### src/rtl/adder_tree_pkg.sv
// adder_tree_pkg
//   Shared constants and elaboration-time helpers for the pipelined adder tree.
//   - clog2()      : ceiling log2, used to bound the number of reduction levels
//   - sum_width()  : width of one partial sum after 'level' pairwise reductions
//   - num_nodes()  : number of partial sums held after 'level' reductions
//   - DEF_*        : default parameter values of pipelined_adder_tree
package adder_tree_pkg;

  localparam int DEF_ADDER_WIDTH    = 48;
  localparam int DEF_NUM_INPUTS     = 8;
  localparam int DEF_REDUCE_LEVELS  = 2;
  localparam int DEF_ACC_EXTRA_BITS = 8;

  function automatic int clog2(input int value);
    int r;
    r = 0;
    for (int i = 0; i < 31; i++) begin
      if ((1 << i) < value) r = i + 1;
    end
    return r;
  endfunction

  // Every pairwise add grows the result by one bit, so no sum can overflow.
  function automatic int sum_width(input int adder_width, input int level);
    return adder_width + level;
  endfunction

  function automatic int num_nodes(input int num_inputs, input int level);
    return num_inputs >> level;
  endfunction

endpackage

### src/rtl/adder_tree_level.sv
// adder_tree_level
//   One registered pairwise-reduction level of the adder tree.
//   Handshake: a level holds one entry (o_valid/o_data/o_last). It loads a new
//   entry whenever it is empty or the downstream level takes its entry in the
//   same cycle (o_ready = !o_valid || i_ready_dn). Upstream treats o_ready as
//   "my entry is consumed at this edge". A stalled level holds everything.
// Ports:
//   clk, reset   : rising-edge clock, asynchronous active-high reset
//   i_valid      : upstream entry valid
//   i_data       : 2*NODES operands of IN_W bits, node n adds operands 2n, 2n+1
//   i_last       : group marker travelling alongside the data
//   o_ready      : this level loads at the next edge
//   o_valid      : registered entry valid
//   o_data       : NODES sums of IN_W+1 bits
//   o_last       : registered group marker
//   i_ready_dn   : downstream level loads at the next edge
module adder_tree_level
  import adder_tree_pkg::*;
#(
  parameter int IN_W  = 48,
  parameter int NODES = 4
) (
  input  logic                             clk,
  input  logic                             reset,
  input  logic                             i_valid,
  input  logic [2*NODES*IN_W-1:0]          i_data,
  input  logic                             i_last,
  output logic                             o_ready,
  output logic                             o_valid,
  output logic [NODES*sum_width(IN_W,1)-1:0] o_data,
  output logic                             o_last,
  input  logic                             i_ready_dn
);

  localparam int OUT_W = sum_width(IN_W, 1);

  logic                   r_valid;
  logic                   r_last;
  logic [NODES*OUT_W-1:0] r_data;
  logic [NODES*OUT_W-1:0] w_sums;
  logic                   w_load;

  assign w_load = !r_valid || i_ready_dn;

  always_comb begin
    w_sums = '0;
    for (int n = 0; n < NODES; n++) begin
      w_sums[n*OUT_W +: OUT_W] = OUT_W'(i_data[(2*n)*IN_W +: IN_W])
                               + OUT_W'(i_data[(2*n+1)*IN_W +: IN_W]);
    end
  end

  always_ff @(posedge clk or posedge reset) begin
    if (reset) begin
      r_valid <= 1'b0;
      r_last  <= 1'b0;
      r_data  <= '0;
    end else if (w_load) begin
      r_valid <= i_valid;
      // Data only moves with a real entry, so bubbles leave the last sum in place.
      if (i_valid) begin
        r_data <= w_sums;
        r_last <= i_last;
      end
    end
  end

  assign o_ready = w_load;
  assign o_valid = r_valid;
  assign o_data  = r_data;
  assign o_last  = r_last;

endmodule

### src/rtl/pipelined_adder_tree.sv
// pipelined_adder_tree
//   Registers NUM_INPUTS unsigned operands, reduces them pairwise through
//   REDUCE_LEVELS registered levels and emits NUM_INPUTS>>REDUCE_LEVELS sums.
//   Channel j is the sum of operands j*2^REDUCE_LEVELS .. (j+1)*2^REDUCE_LEVELS-1.
//   Handshake: a transfer happens on an edge where valid && ready. Every stage
//   loads when it is empty or its downstream loads, so in_ready is the only
//   combinational path (from out_ready down the valid chain) and a full
//   pipeline moves one vector per cycle.
//   Optional feature macro: ADDER_TREE_ACCUM_EN adds an accumulator stage that
//   folds tree results into per-channel running sums and emits on in_last.
// Ports:
//   clk, reset : rising-edge clock, asynchronous active-high reset
//   in_valid / in_ready / in_data / in_last : operand vector input
//   out_valid / out_ready / out_data        : result output
module pipelined_adder_tree
  import adder_tree_pkg::*;
#(
  parameter int ADDER_WIDTH      = DEF_ADDER_WIDTH,
  parameter int NUM_INPUTS       = DEF_NUM_INPUTS,
  parameter int REDUCE_LEVELS    = DEF_REDUCE_LEVELS,
  parameter int ACC_EXTRA_BITS   = DEF_ACC_EXTRA_BITS,
  localparam int NUM_OUT         = num_nodes(NUM_INPUTS, REDUCE_LEVELS),
  localparam int SUM_WIDTH       = sum_width(ADDER_WIDTH, REDUCE_LEVELS),
`ifdef ADDER_TREE_ACCUM_EN
  localparam int OUT_WIDTH       = SUM_WIDTH + ACC_EXTRA_BITS
`else
  localparam int OUT_WIDTH       = SUM_WIDTH
`endif
) (
  input  logic                            clk,
  input  logic                            reset,
  input  logic                            in_valid,
  output logic                            in_ready,
  input  logic [NUM_INPUTS*ADDER_WIDTH-1:0] in_data,
  input  logic                            in_last,
  output logic                            out_valid,
  input  logic                            out_ready,
  output logic [NUM_OUT*OUT_WIDTH-1:0]    out_data
);

  if (REDUCE_LEVELS > clog2(NUM_INPUTS)) begin : g_bad_levels
    $error("REDUCE_LEVELS exceeds log2(NUM_INPUTS)");
  end

  // Every level's sums fit in one shared bus width; the spare top bit keeps
  // the unused slice of each level non-empty for any parameter choice.
  localparam int BUS_W  = NUM_INPUTS * (ADDER_WIDTH + REDUCE_LEVELS) + 1;
  localparam int TREE_W = NUM_OUT * SUM_WIDTH;

  logic [BUS_W-1:0]         w_bus [0:REDUCE_LEVELS];
  logic [REDUCE_LEVELS:0]   w_valid;
  logic [REDUCE_LEVELS:0]   w_last;
  logic [REDUCE_LEVELS+1:0] w_rdy;
  logic [REDUCE_LEVELS:0]   w_pad_unused;
  logic [TREE_W-1:0]        w_tree;

  // Stage 0: operand register
  logic [NUM_INPUTS*ADDER_WIDTH-1:0] r_data0;
  logic                              r_valid0;
  logic                              r_last0;

  assign w_rdy[0] = !r_valid0 || w_rdy[1];
  assign in_ready = w_rdy[0];

  always_ff @(posedge clk or posedge reset) begin
    if (reset) begin
      r_valid0 <= 1'b0;
      r_last0  <= 1'b0;
      r_data0  <= '0;
    end else if (w_rdy[0]) begin
      r_valid0 <= in_valid;
      if (in_valid) begin
        r_data0 <= in_data;
        r_last0 <= in_last;
      end
    end
  end

  assign w_bus[0]   = BUS_W'(r_data0);
  assign w_valid[0] = r_valid0;
  assign w_last[0]  = r_last0;

  for (genvar k = 1; k <= REDUCE_LEVELS; k++) begin : g_level
    localparam int LVL_IN_W  = sum_width(ADDER_WIDTH, k - 1);
    localparam int LVL_NODES = num_nodes(NUM_INPUTS, k);
    logic [LVL_NODES*(LVL_IN_W+1)-1:0] w_sums;

    adder_tree_level #(
      .IN_W  (LVL_IN_W),
      .NODES (LVL_NODES)
    ) u_level (
      .clk        (clk),
      .reset      (reset),
      .i_valid    (w_valid[k-1]),
      .i_data     (w_bus[k-1][2*LVL_NODES*LVL_IN_W-1:0]),
      .i_last     (w_last[k-1]),
      .o_ready    (w_rdy[k]),
      .o_valid    (w_valid[k]),
      .o_data     (w_sums),
      .o_last     (w_last[k]),
      .i_ready_dn (w_rdy[k+1])
    );

    assign w_bus[k] = BUS_W'(w_sums);
  end

  for (genvar k = 0; k <= REDUCE_LEVELS; k++) begin : g_pad
    localparam int USED_W = num_nodes(NUM_INPUTS, k) * sum_width(ADDER_WIDTH, k);
    assign w_pad_unused[k] = ^w_bus[k][BUS_W-1:USED_W];
  end

  assign w_tree = w_bus[REDUCE_LEVELS][TREE_W-1:0];

`ifdef ADDER_TREE_ACCUM_EN
  logic [NUM_OUT*OUT_WIDTH-1:0] r_acc;
  logic [NUM_OUT*OUT_WIDTH-1:0] r_out;
  logic                         r_out_valid;
  logic [NUM_OUT*OUT_WIDTH-1:0] w_acc_sum;

  assign w_rdy[REDUCE_LEVELS+1] = !r_out_valid || out_ready;

  always_comb begin
    w_acc_sum = '0;
    for (int j = 0; j < NUM_OUT; j++) begin
      w_acc_sum[j*OUT_WIDTH +: OUT_WIDTH] = r_acc[j*OUT_WIDTH +: OUT_WIDTH]
                                          + OUT_WIDTH'(w_tree[j*SUM_WIDTH +: SUM_WIDTH]);
    end
  end

  // The closing beat moves acc+result into the output register and zeroes the
  // accumulators in the same edge. While that result waits for out_ready the
  // stage is stalled, so no later beat can touch the cleared accumulators
  // before the result is accepted.
  always_ff @(posedge clk or posedge reset) begin
    if (reset) begin
      r_acc       <= '0;
      r_out       <= '0;
      r_out_valid <= 1'b0;
    end else if (w_rdy[REDUCE_LEVELS+1]) begin
      r_out_valid <= w_valid[REDUCE_LEVELS] && w_last[REDUCE_LEVELS];
      if (w_valid[REDUCE_LEVELS]) begin
        if (w_last[REDUCE_LEVELS]) begin
          r_out <= w_acc_sum;
          r_acc <= '0;
        end else begin
          r_acc <= w_acc_sum;
        end
      end
    end
  end

  assign out_valid = r_out_valid;
  assign out_data  = r_out;

  logic w_cfg_unused;
  assign w_cfg_unused = ^w_pad_unused;
`else
  assign w_rdy[REDUCE_LEVELS+1] = out_ready;
  assign out_valid = w_valid[REDUCE_LEVELS];
  assign out_data  = w_tree;

  // in_last still travels the pipeline but has no consumer in this build.
  logic w_cfg_unused;
  assign w_cfg_unused = ^{w_pad_unused, w_last[REDUCE_LEVELS], (ACC_EXTRA_BITS != 0)};
`endif

endmodule

### config.mk
export PLATFORM = sky130hd
export DESIGN_NAME = pipelined_adder_tree
export DESIGN_NICKNAME = d
export VERILOG_FILES = /design/src/rtl/adder_tree_pkg.sv /design/src/rtl/adder_tree_level.sv /design/src/rtl/pipelined_adder_tree.sv
export SDC_FILE = /design/constraint.sdc
export NUM_CORES = 2
export LEC_CHECK = 0
export BUFFER_PORTS_ARGS = -buffer_cell sky130_fd_sc_hd__buf_2
export CORE_ASPECT_RATIO = 0.8
export CORE_MARGIN = 2
export CORE_UTILIZATION = 40
export CTS_BUF_LIST = sky130_fd_sc_hd__clkbuf_16
export CTS_CLUSTER_DIAMETER = 60
export DETAILED_ROUTE_END_ITERATION = 8
export PLACE_DENSITY_LB_ADDON = 0.15
export SETUP_SLACK_MARGIN = 0.15
export SLEW_MARGIN = 20
export SYNTH_ARGS = -nofsm -noshare
export SYNTH_HDL_FRONTEND = slang
export SYNTH_SLANG_ARGS = --single-unit
### constraint.sdc
create_clock -name clk -period 19.5 [get_ports clk]
set_input_delay 0.975 -clock clk [delete_from_list [all_inputs] [get_ports clk]]
set_output_delay 0.975 -clock clk [all_outputs]
set_load 0.02 [all_outputs]
Yosys cells after proc, flatten, opt, wreduce, memory -nomap -nowiden
Index checks and enable logic that the tools add are counted.
{ "totals": {"mem_count": 0, "ramBits": 0, "inputBits": 389, "mem_bits_ro": 0, "output_inout_bits": 102, "latchBits": 0, "register_bits": 683} }
{ "op_classes": {"div_mod_pow": 0, "bitwise": 0, "n_addsub": 6, "n_lt_le_gt_ge": 0, "reduce_logical": 9, "n_mux": 0, "n_eq_ne": 0, "n_mul": 0, "n_shift": 0} }
{ "ops": {"columns": ["cell", "n"], "rows": [
  ["adder 48 x 48 -> 49 bit", 4],
  ["adder 49 x 49 -> 50 bit", 2],
  ["AND reduction 2 bit", 3],
  ["logical NOT 1 bit", 3],
  ["logical OR 1 bit", 3]
]} }

Longest topological paths before layout
{ "logic_depth": {"word_depth": 5, "mapped_depth": 13} }

Modules after synthesis
Synthesis repeated with hierarchy kept, for this count alone.
{ "unflattened": {"hier_cells": 4119, "area_unflattened_um2": 42509.5} }
{ "modules_own_cells": {"columns": ["mod", "seq_area_each_um2", "n_inst", "area_each_um2", "cells_per_inst"], "rows": [
  ["adder_tree_level (g_level[1].u_level)", 4954.8, 1, 17480.5, 2155],
  ["pipelined_adder_tree", 9659.3, 1, 15835.2, 817],
  ["adder_tree_level (g_level[2].u_level)", 2552.4, 1, 9193.8, 1147]
]} }

Least setup slack after synthesis
No wires, ideal clock.
{ "synth_path": {"path_kind": "register -> register", "from": "register r_data0[0]", "to": "register g_level[1].u_level.r_data[48]", "setup_time_ns": 0.129, "period_less_slack_ns": 3.155, "slack_ns": 16.345, "stages_incl_launch_ff": 13, "path_buffers": 0, "arrival_ns": 3.026, "required_ns": 19.371, "path_cell_list": "dfrtp_1 ha_1 fa_1 a21oi_1 o211ai_1 a2111oi_1 o21ai_1 a21oi_2 a21oi_1 a41oi_1 nand4b_1 a21oi_1 o41a_1"} }
{ "synth_via": {"elab_chain_cells": 1} }
{ "synth_lines": {"columns": ["item", "line", "source"], "rows": [
  ["start: declaration", "pipelined_adder_tree.sv:58", "logic [NUM_INPUTS*ADDER_WIDTH-1:0] r_data0;"],
  ["start signal: assignment", "pipelined_adder_tree.sv:73", "r_data0 <= in_data;"],
  ["adder 48 x 48 -> 49 bit", "adder_tree_level.sv:49", "+ OUT_W'(i_data[(2*n+1)*IN_W +: IN_W]);"],
  ["end signal: assignment", "adder_tree_level.sv:62", "r_data <= w_sums;"],
  ["end: declaration", "adder_tree_level.sv:39", "logic [NODES*OUT_W-1:0] r_data;"]
]} }
No other way between the ends.
A chain may end at the register's enable or synchronous reset.

Worst setup path in the final report
{ "layout_path": {"from": "register r_data0[288]", "to": "register g_level[1].u_level.r_data[195]"} }
The elaborated chain is that of the path after synthesis.

==> flow_metrics.py <==
metrics = {
    "status": {
        "status": "complete, no violations",
    },
    "logic_synthesis": {
        "ys_seq_elements": 683,
        "synthSimpleGateAreaFrac_pct": 10.6,
        "ys_async_sr_fraction_pct": 100,
        "synth_top_family_by_area": "compound AO/OA/AOI/OAI gates",
        "syn_nets": 4648,
        "ys.flop_type": "dfrtp_1",
        "yosysWarnings": 0,
        "ys_seq_area_share_pct": 43.0,
        "synth_mux_area_share_pct": 11.1,
        "synth_xor_area_share_pct": 5.49,
        "syn_inst": 3963,
        "synth_edf_count": 0,
        "syn_area_per_cell_um2": 10.0,
        "ys_types": 83,
        "synth_area_um2": 39700,
        "synthAdderAreaFrac_pct": 9.43,
        "synth-compound-area-share_pct": 18.0,
    },
    "cts": {
        "root_buffer": "clkbuf_16",
        "cts_setup_buffers": 0,
        "htreeDepth": 3,
        "cts.path.max_buffers": 3,
        "clock-sinks": 683,
        "cts_buffers": 81,
        "cts.repair.resized": 0,
        "tritoncts": "yes",
        "cts-hold-fix-buffers": 0,
        "clk_latency_ns": 0.67,
        "clk_pin_slew_ns": 0.06,
    },
    "floorplanning": {
        "die_y_um": 286,
        "start_util_pct": 40.3,
        "io_pins": 491,
        "die_w_um": 356,
        "num_rows": 103,
        "core-area_um2": 98600,
        "die_area_um2": 102000,
    },
    "sta": {
        "tightest_slew_ns": 1.12,
        "period_needed_ns": 4.38,
        "timing.setup.tns_ns": 0,
        "fin_crit_sh_pct": 22.5,
        "hold_ws_ns": 0.421,
        "maxSlewViolCount": 0,
        "setup_violations": 0,
        "slew_headroom_pct": 24.7,
        "fin_skew_ns": 0.0168,
        "hold_violations": 0,
        "max_freq_ghz": 0.228,
        "rsz0062_at_grt": "false",
    },
    "global_routing": {
        "grt_pass1_vias": 29400,
        "grt_use_total_pct": 21.8,
        "grt_max_degree": 154,
        "antenna_found_initial": 5,
        "grt-ovfl-total": 0,
        "grt_pass1_wl_um": 173000,
    },
    "placement": {
        "dp_hpwl_um": 86800,
        "gp_congestion": 0.896,
        "place_area_um2": 43400,
        "io_buffers": 489,
    },
    "power": {
        "leakagePower_uw": 0.0212,
        "power_density_nw_per_um2": 156,
        "vdd_drop_max_mv": 0.0947,
        "fin_total_pwr_uw": 7190,
    },
    "detailed_routing": {
        "avgRoutedWirePerCell_um": 19.6,
        "drtIter0Drc": 2195,
        "routed_via_density": 5.37,
        "drc": 0,
        "ant_nets": 0,
        "num_vias": 30900,
        "finalWirelength_um": 113000,
        "drt_pass1_iterations": 5,
    },
    "cells_and_area": {
        "fin_area_um2": 46100,
        "drive_above_1_share_pct": 23.4,
        "syn_to_final_growth_pct": 15.9,
        "final_common_cell": "dfrtp_1",
        "final_cell_mix": "dfrtp_1 (683), buf_2 (489), nand2_1 (469)",
        "num-nets-final": 5067,
    },
    "setup_path": {
        "path_max_fanout": 5,
        "start_kind": "flip-flop",
        "critPathArrivalTime_ns": 4.88,
        "crit_type": "flip-flop to flip-flop",
        "r2r_slack_ns": 15.12,
        "endpoint_kind": "flip-flop",
        "critPathRequiredTime_ns": 20.00,
    },
    "flow_run": {
        "drv_cap": 0,
    },
    "min_path": {
        "hp-class": "primary input to asynchronous set/reset pin",
    },
}
cell type report:
class | count | area, µm²
inverter | 76 | 289
clock buffer | 84 | 2100
tap | 1312 | 1640
sequential | 683 | 17100
timing repair buffer | 509 | 2620
clock inverter | 64 | 561
fill | 9437 | 52500
multi-input combinational | 3031 | 21700
antenna | 2 | 5.00
kinds of logic (layout without fill, tap and decap cells):
group	count (synthesis)	count (layout)
muxes	393	393
buffers and inverters	249	733
xor gates and xnor gates	249	249
adders and majority gates	296	296
and+or+nand+nor	921	921
other	0	2
DFF	683	683
AOI/OAI and AO/OA	1172	1172
routing by layer:
metal | track usage [%] | vias to the layer above | share of wire, % | routed length, µm
met3 | 5.07 | 146 | 6.6 | 7400
met1 | 33.8 | 14800 | 51 | 57500
met2 | 30.0 | 733 | 40 | 45200
met5 | 0 | - | 0.020 | 23
li1 | - | 15200 | - | -
met4 | 5.56 | 4 | 2.4 | 2670
worst paths after layout:
kind                                                from                              to  cells after the start
setup / recovery                            r_data0[288]  g_level[1].u_level.o_data[195]                     12
hold / removal                                     reset                     r_data0[56]                      2
setup reg to reg                            r_data0[288]  g_level[1].u_level.o_data[195]                     12
hold reg to reg            g_level[2].u_level.o_data[43]   g_level[2].u_level.o_data[43]                      2
max in group asynchronous                          reset                    r_data0[250]                      5
min in group clk           g_level[2].u_level.o_data[43]   g_level[2].u_level.o_data[43]                      2
through the flow:
stage	setup WS [ns]	utilization, %	std cells
floorplan	9.18	-	3963
global placement	15.05	44.0	5611
detailed placement	15.07	44.0	5611
CTS	15.26	46.7	5759
global route	15.03	46.7	5760
finish	15.12	46.7	5761
critical path, stage by stage, from the launching register on:
cell and delay (ns):
dfrtp_1 0.39, ha_1 0.24, fa_1 0.44, a211oi_1 0.42, o21ai_1 0.20, a32oi_1 0.44, a21oi_1 0.26, a21oi_1 0.35
o21ai_1 0.21, a41oi_1 0.60, o21ai_1 0.22, a311oi_1 0.35, o21ai_1 0.10
power breakdown:
group / internal (µW) / switching (µW) / total [µW] / leakage (µW)
clock: 891 / 640 / 1530 / 0.00136
combinational: 1400 / 2090 / 3490 / 0.0117
sequential: 1840 / 329 / 2170 / 0.00812
cell usage after synthesis, drive strengths merged (76+ instances only):
cell    count  area, µm²
dfrtp     683      17100
nand2     472       1770
o21ai     426       2130
mux2      388       4370
a21oi     303       1520
ha        290       3630
clkbuf    163        613
a21o      135       1010
nor2      129        484
xnor2     125       1090
xor2      124       1090
inv        76        285
flip-flops by register name, summed over array words and instances (netlist names):
name and flops:
g_level.u_level.o_valid 2, g_level.u_level.o_data 296, r_valid0 1, r_data0 384
No activity file was read; power rests on OpenSTA's default activity.
